`config.mk`:
```
export PLATFORM = sky130hd
export DESIGN_NAME = serial_deserializer_flat
export DESIGN_NICKNAME = d
export VERILOG_FILES = /design/src/rtl/serial_deserializer_pkg.sv /design/src/rtl/serial_deserializer_if.sv /design/src/rtl/serial_deserializer_reg.sv /design/src/rtl/serial_deserializer.sv /design/src/flat_wrapper.sv
export SDC_FILE = /design/constraint.sdc
export NUM_CORES = 1
export LEC_CHECK = 0
export ABC_AREA = 1
export CAP_MARGIN = 20
export CORE_ASPECT_RATIO = 1.25
export CORE_MARGIN = 1
export CORE_UTILIZATION = 45
export DETAILED_ROUTE_END_ITERATION = 10
export GPL_ROUTABILITY_DRIVEN = 0
export PLACE_DENSITY = 0.84
export SLEW_MARGIN = 15
export SYNTH_ARGS = -nofsm -noshare
export SYNTH_HDL_FRONTEND = slang
export SYNTH_SLANG_ARGS = --single-unit
```
`constraint.sdc`:
```
create_clock -name clock -period 1.4 [get_ports clock]
set_clock_uncertainty 0.1 [all_clocks]
set_input_delay 0.35 -clock clock [delete_from_list [all_inputs] [get_ports clock]]
set_output_delay 0.35 -clock clock [all_outputs]
set_load 0.02 [all_outputs]
```
`src/rtl/serial_deserializer_pkg.sv`:
```
`default_nettype none
// ---------------------------------------------------------------------------
// serial_deserializer_pkg : shared types for the serial-to-parallel receiver
// Revision: 1.0
// ---------------------------------------------------------------------------
package serial_deserializer_pkg;

    typedef enum logic [1:0] {
        IDLE  = 2'd0,
        SHIFT = 2'd1,
        HOLD  = 2'd2
    } deser_state_t;

endpackage : serial_deserializer_pkg
`default_nettype wire

```
`src/rtl/serial_deserializer_if.sv`:
```
`default_nettype none
// ---------------------------------------------------------------------------
// serial_deserializer_if : serial input link and word output handshake bundle
// Revision: 1.0
// ---------------------------------------------------------------------------
interface serial_deserializer_if #(
    parameter int WIDTH = 8
);
    logic             start;
    logic             serial_in;
    logic             bit_valid;
    logic             out_ready;
    logic [WIDTH-1:0] data_out;
    logic             out_valid;
    logic             busy;
    logic             frame_abort;
    logic             overrun;

    modport master (
        output start, serial_in, bit_valid, out_ready,
        input  data_out, out_valid, busy, frame_abort, overrun
    );

    modport slave (
        input  start, serial_in, bit_valid, out_ready,
        output data_out, out_valid, busy, frame_abort, overrun
    );
endinterface : serial_deserializer_if
`default_nettype wire

```
`src/rtl/serial_deserializer_reg.sv`:
```
`default_nettype none
// ---------------------------------------------------------------------------
// serial_deserializer_reg : enable-loaded holding register, async clear
// Revision: 1.0
// ---------------------------------------------------------------------------
module serial_deserializer_reg #(
    parameter int WIDTH = 8
) (
    input  wire logic             clock,
    input  wire logic             clear,
    input  wire logic             en_i,
    input  wire logic [WIDTH-1:0] d_i,
    output logic      [WIDTH-1:0] q_o
);

    logic [WIDTH-1:0] data_q;

    always_ff @(posedge clock or posedge clear) begin
        if (clear) begin
            data_q <= '0;
        end else if (en_i) begin
            data_q <= d_i;
        end
    end

    assign q_o = data_q;

endmodule : serial_deserializer_reg
`default_nettype wire

```
`src/rtl/serial_deserializer.sv`:
```
`default_nettype none
// ---------------------------------------------------------------------------
// serial_deserializer : start-framed serial receiver, valid/ready word output
// Revision: 1.0
// ---------------------------------------------------------------------------
module serial_deserializer
    import serial_deserializer_pkg::*;
#(
    parameter int WIDTH     = 8,
    parameter bit MSB_FIRST = 1'b1
) (
    input  wire logic           clock,
    input  wire logic           clear,
    serial_deserializer_if.slave bus
);

    localparam int             CW     = $clog2(WIDTH);
    localparam logic [CW-1:0]  c_last = CW'(WIDTH - 1);

    deser_state_t     state_q, state_d;
    logic [CW-1:0]    count_q, count_d;
    logic [WIDTH-1:0] sreg_q,  sreg_d;
    logic             abort_q, abort_d;
    logic             overrun_q, overrun_d;
    logic             w_load;
    logic [WIDTH-1:0] w_shifted;
    logic [WIDTH-1:0] w_data;

    if (MSB_FIRST) begin : g_msb_first
        assign w_shifted = {sreg_q[WIDTH-2:0], bus.serial_in};
    end else begin : g_lsb_first
        assign w_shifted = {bus.serial_in, sreg_q[WIDTH-1:1]};
    end

    always_ff @(posedge clock or posedge clear) begin
        if (clear) begin
            state_q   <= IDLE;
            count_q   <= '0;
            sreg_q    <= '0;
            abort_q   <= 1'b0;
            overrun_q <= 1'b0;
        end else begin
            state_q   <= state_d;
            count_q   <= count_d;
            sreg_q    <= sreg_d;
            abort_q   <= abort_d;
            overrun_q <= overrun_d;
        end
    end

    always_comb begin
        state_d   = state_q;
        count_d   = count_q;
        sreg_d    = sreg_q;
        abort_d   = 1'b0;
        overrun_d = overrun_q;
        w_load    = 1'b0;
        case (state_q)
            IDLE: begin
                if (bus.start) begin
                    state_d = SHIFT;
                    count_d = '0;
                    sreg_d  = '0;
                end
            end
            SHIFT: begin
                // A restart outranks a coincident data bit.
                if (bus.start) begin
                    count_d = '0;
                    sreg_d  = '0;
                    abort_d = 1'b1;
                end else if (bus.bit_valid) begin
                    sreg_d = w_shifted;
                    if (count_q == c_last) begin
                        w_load  = 1'b1;
                        count_d = '0;
                        state_d = HOLD;
                    end else begin
                        count_d = count_q + CW'(1);
                    end
                end
            end
            HOLD: begin
                if (bus.bit_valid) begin
                    overrun_d = 1'b1;
                end
                if (bus.out_ready) begin
                    if (bus.start) begin
                        state_d = SHIFT;
                        count_d = '0;
                        sreg_d  = '0;
                    end else begin
                        state_d = IDLE;
                    end
                end
            end
            default: begin
                state_d = IDLE;
            end
        endcase
    end

    serial_deserializer_reg #(
        .WIDTH (WIDTH)
    ) u_out_reg (
        .clock (clock),
        .clear (clear),
        .en_i  (w_load),
        .d_i   (w_shifted),
        .q_o   (w_data)
    );

    assign bus.data_out    = w_data;
    assign bus.out_valid   = (state_q == HOLD);
    assign bus.busy        = (state_q == SHIFT);
    assign bus.frame_abort = abort_q;
    assign bus.overrun     = overrun_q;

endmodule : serial_deserializer
`default_nettype wire
```
`src/flat_wrapper.sv`:
```
// flat-port wrapper written by rule: the top's interface ports become plain ports
module serial_deserializer_flat import serial_deserializer_pkg::*;
#(
    parameter int WIDTH     = 8,
    parameter bit MSB_FIRST = 1'b1
)
  (clock, clear, bus_start, bus_serial_in, bus_bit_valid, bus_out_ready, bus_data_out, bus_out_valid, bus_busy, bus_frame_abort, bus_overrun);
  serial_deserializer_if #(.WIDTH(WIDTH)) bus_i ();
  input  wire logic clock;
  input  wire logic clear;
  input wire logic [$bits(bus_i.start)-1:0] bus_start;
  input wire logic [$bits(bus_i.serial_in)-1:0] bus_serial_in;
  input wire logic [$bits(bus_i.bit_valid)-1:0] bus_bit_valid;
  input wire logic [$bits(bus_i.out_ready)-1:0] bus_out_ready;
  output wire logic [$bits(bus_i.data_out)-1:0] bus_data_out;
  output wire logic [$bits(bus_i.out_valid)-1:0] bus_out_valid;
  output wire logic [$bits(bus_i.busy)-1:0] bus_busy;
  output wire logic [$bits(bus_i.frame_abort)-1:0] bus_frame_abort;
  output wire logic [$bits(bus_i.overrun)-1:0] bus_overrun;
  assign bus_i.start = bus_start;
  assign bus_i.serial_in = bus_serial_in;
  assign bus_i.bit_valid = bus_bit_valid;
  assign bus_i.out_ready = bus_out_ready;
  assign bus_data_out = bus_i.data_out;
  assign bus_out_valid = bus_i.out_valid;
  assign bus_busy = bus_i.busy;
  assign bus_frame_abort = bus_i.frame_abort;
  assign bus_overrun = bus_i.overrun;
  serial_deserializer #(.WIDTH(WIDTH), .MSB_FIRST(MSB_FIRST)) u_core (.clock(clock), .clear(clear), .bus(bus_i));
endmodule
```
==> results of run 1 <==
==> metrics by stage <==
stage / power (W) / setup WS [ns]
2_1_floorplan: 0.00107 / 0.0785
3_3_place_gp: 0.00131 / -0.308
3_5_place_dp: 0.00134 / -0.336
4_1_cts: 0.00201 / -0.139
5_1_grt: 0.00251 / -0.211
6_report: 0.00242 / -0.177
==> cells in the final DEF (no fill, tap or decap), drive strengths merged <==
cell           instances
a21oi                  1
clkdlybuf4s50          5
inv                   16
nand2                 37
nor2                   4
bufinv                 1
nand3                  9
a21o                   1
ha                     2
buf                   31
clkbuf                 5
o21ai                 18
dfrtp                 22
==> sequential cells by signal (all words and copies together) (netlist names) <==
signal                  cells
u_core.bus.frame_abort      1
u_core.state_q              2
u_core.sreg_q               7
u_core.count_q              3
u_core.bus.overrun          1
u_core.u_out_reg.q_o        8
==> logic make-up (layout without fill, tap and decap cells) <==
group | after synthesis | count (layout)
fa+ha+maj | 2 | 2
compound gates | 20 | 20
flops | 22 | 22
buf+inv | 19 | 58
simple gates | 48 | 50
==> critical path: stages, from the launching register on <==
cell	delay, ns
sky130_fd_sc_hd__dfrtp_1	0.40
sky130_fd_sc_hd__inv_2	0.08
sky130_fd_sc_hd__nor2_1	0.16
sky130_fd_sc_hd__buf_4	0.17
==> power by group through the flow <==
stage	Clock, W	Combinational [W]	Sequential (W)
5_1_grt	0.000534	0.00122	0.000758
4_1_cts	0.000502	0.000767	0.000738
2_1_floorplan	0	0.000303	0.000770
3_5_place_dp	0	0.000581	0.000758
6_report	0.000504	0.00116	0.000752
3_3_place_gp	0	0.000559	0.000754
==> final timing paths <==
kind	startpoint	to	cells after the start
worst max-delay path	u_core.state_q[1]	bus_out_valid	3
worst min-delay path	clear	u_core.u_out_reg.q_o[1]	3
worst max register to register	u_core.state_q[0]	u_core.sreg_q[1]	9
worst min register to register	u_core.bus.overrun	u_core.bus.overrun	1
max in group asynchronous	clear	u_core.bus.overrun	3
min in group clock	u_core.bus.overrun	u_core.bus.overrun	1
==> area by class of cell <==
| class | instances | area share (%) |
|---|---|---|
| well taps | 30 | 2.31 |
| multi-input cells | 72 | 33.8 |
| flip-flops and latches | 22 | 34.0 |
| clock buffers | 3 | 1.39 |
| clock inverters | 1 | 1.85 |
| repair buffers | 38 | 22.7 |
| inverters | 16 | 4.01 |
==> cell usage after synthesis <==
cell type	number	share of area, %
sky130_fd_sc_hd__nand3_4	1	1.7
sky130_fd_sc_hd__ha_1	2	2.5
sky130_fd_sc_hd__inv_1	16	5.9
sky130_fd_sc_hd__nor2_8	1	2.0
sky130_fd_sc_hd__nand3_1	6	3.0
sky130_fd_sc_hd__clkbuf_2	1	0.49
sky130_fd_sc_hd__o21ai_2	8	6.9
sky130_fd_sc_hd__nor2_1	3	1.1
sky130_fd_sc_hd__nand2_2	1	0.62
sky130_fd_sc_hd__buf_6	1	1.1
sky130_fd_sc_hd__a21oi_1	1	0.49
sky130_fd_sc_hd__a21o_1	1	0.74
sky130_fd_sc_hd__buf_2	1	0.49
sky130_fd_sc_hd__nand2_4	1	1.1
sky130_fd_sc_hd__o21ai_1	10	4.9
sky130_fd_sc_hd__dfrtp_1	22	54
sky130_fd_sc_hd__nand2_1	35	13
==> routing by layer <==
metal / GRT usage [%] / vias up / wire, um
met5: 0 / - / 0
met4: 12.1 / 0 / 136
met3: 4.87 / 16 / 168
met2: 36.3 / 47 / 1690
met1: 26.5 / 488 / 1210
li1: - / 434 / -
==> timing repair <==
action	4_1_cts	5_1_grt
endpoints found under the hold margin	0	0
pin swaps	0	1
gates cloned	2	3
endpoints found under the setup margin	31	21
buffers inserted	1	4
gates resized for setup	65	30
==> metrics.cfg, run 1 <==
[grt]
first_global_vias = 812
grt.total_usage_pct = 21.9
antenna_found_initial = 0
remaining_global_route_overflow = 0
grt_first_pass_wirelength_um = 3660
grt_start_max_net_pins = 23

[sta]
setup-tns-final_ns = -2.20
rsz0062_at_grt = yes
final_min_period_over_clock_period_pct = 113
timing.final.max_slew_violations = 0
timing_worst_slew_pin_value_ns = 0.241
timing.max_slew.rel_slack_pct = 83.9
fmax_ghz = 0.634
setup_viol = 22
final.setup.worst_slack_ns = -0.177
hold_viol_final = 0
final.min_clock_period_ns = 1.58
worst_hold_slack_ns = 0.225

[status]
failed_checks = setup timing
status = complete, but fails checks

[placed_design]
placedCellCount = 168
io_buffer_count = 17
post_dp_cell_area_sq_mm = 0.00133
detailedPlacementHpwl_um = 1390

[floorplanning]
fp-row-count = 18
die_outline_area_sq_mm = 0.00246
die_h_um = 55.2
design.core.area_sq_mm = 0.00205
die_x_um = 44.5
ioPinCount = 18
initial_utilization_pct = 49.6

[worst_setup_path]
worst-endpoint-arrival_ns = 1.13
setup.reg_to_reg.worst_slack_ns = -0.17
worst_setup_path_end_kind = output port
timing.critical_path.fanout_max = 4
critical_path.startpoint_type = flop
worst_ep_required_time_ns = 0.95
timing_worst_setup_path_type = reg -> out

[clocking]
tritoncts.num_buffers = 3
clock-sinks = 22
clk_pin_slew_worst_paths_ns = 0.13
cts_tree = built
clk-insertion-delay-late_ns = 0.32
htree_levels = 1
clockBufferDepth = 2
cts_root_buffer_type = sky130_fd_sc_hd__clkbuf_4
cts.hold.buffers_added = 0

[synthesis]
multiplexer_area_fraction_after_synthesis_pct = 0
syn_area_per_cell_sq_um = 9.16
synth_compound_area_share_pct = 13.0
dominant_combinational_cell_family_by_area_after_synthesis = simple AND/OR/NAND/NOR gates
synth-adder-area-share_pct = 2.46
syn_nets = 119
synthesis.area_sq_mm = 0.00102
synth-simple-area-share_pct = 22.4
synth_xor_area_share_pct = 0
postSynthRegisterBits = 22
synth_seq_area_share_pct = 54.1
yosysWarningCount = 0
yosys.cell_types.count = 17
post_syn_instances = 111

[power_and_ir_drop]
intPower_w = 0.00155
share_clk_of_total_power_pct = 20.8
power.density_cell_area_mw_per_mm2 = 1490
comb_power_share_pct = 48.1
vdd.ir_drop.worst_mv = 1.19
power_leakage_nw = 0.822
pwr-share-seq_pct = 31.1
netSwitchingPower_w = 0.000868
power_switching_share_pct = 35.9

[layout]
ff_latch_area_sq_um = 551
finish.net_count = 161
count_of_fill_cells_added_during_filler_insertion = 113
core_utilization_of_the_finished_layout_pct = 79.1
syn2layout_area_growth_pct = 59.4
instances_no_fill = 182
num_antenna_cells = 0
multi_input_combinational_cell_area_sq_um = 548
final_layout_size_suffix_gt1_share_pct = 50.7
finished_layout_cell_area_sq_mm = 0.00162

[route]
detail_route.iter0.violations = 38
wl_per_cell_um = 17.6
remaining_drc_errors = 0
num_vias = 985
finalWirelength_um = 3200
drt.antenna.violating_nets = 0
routed_vias_inst = 5.41
drt_pre_antenna_iters = 4

[worst_hold_path]
min-delay-path-class = in -> async

[flow_run]
timing.max_cap.violations = 0

No activity file was read; power rests on OpenSTA's default activity.
==> run 2, diff against run 1 <==
Settings changed: CORE_MARGIN 1 to unset.
==> results of run 2 <==
Final layout, timing and power as in run 1 (identical DEF).
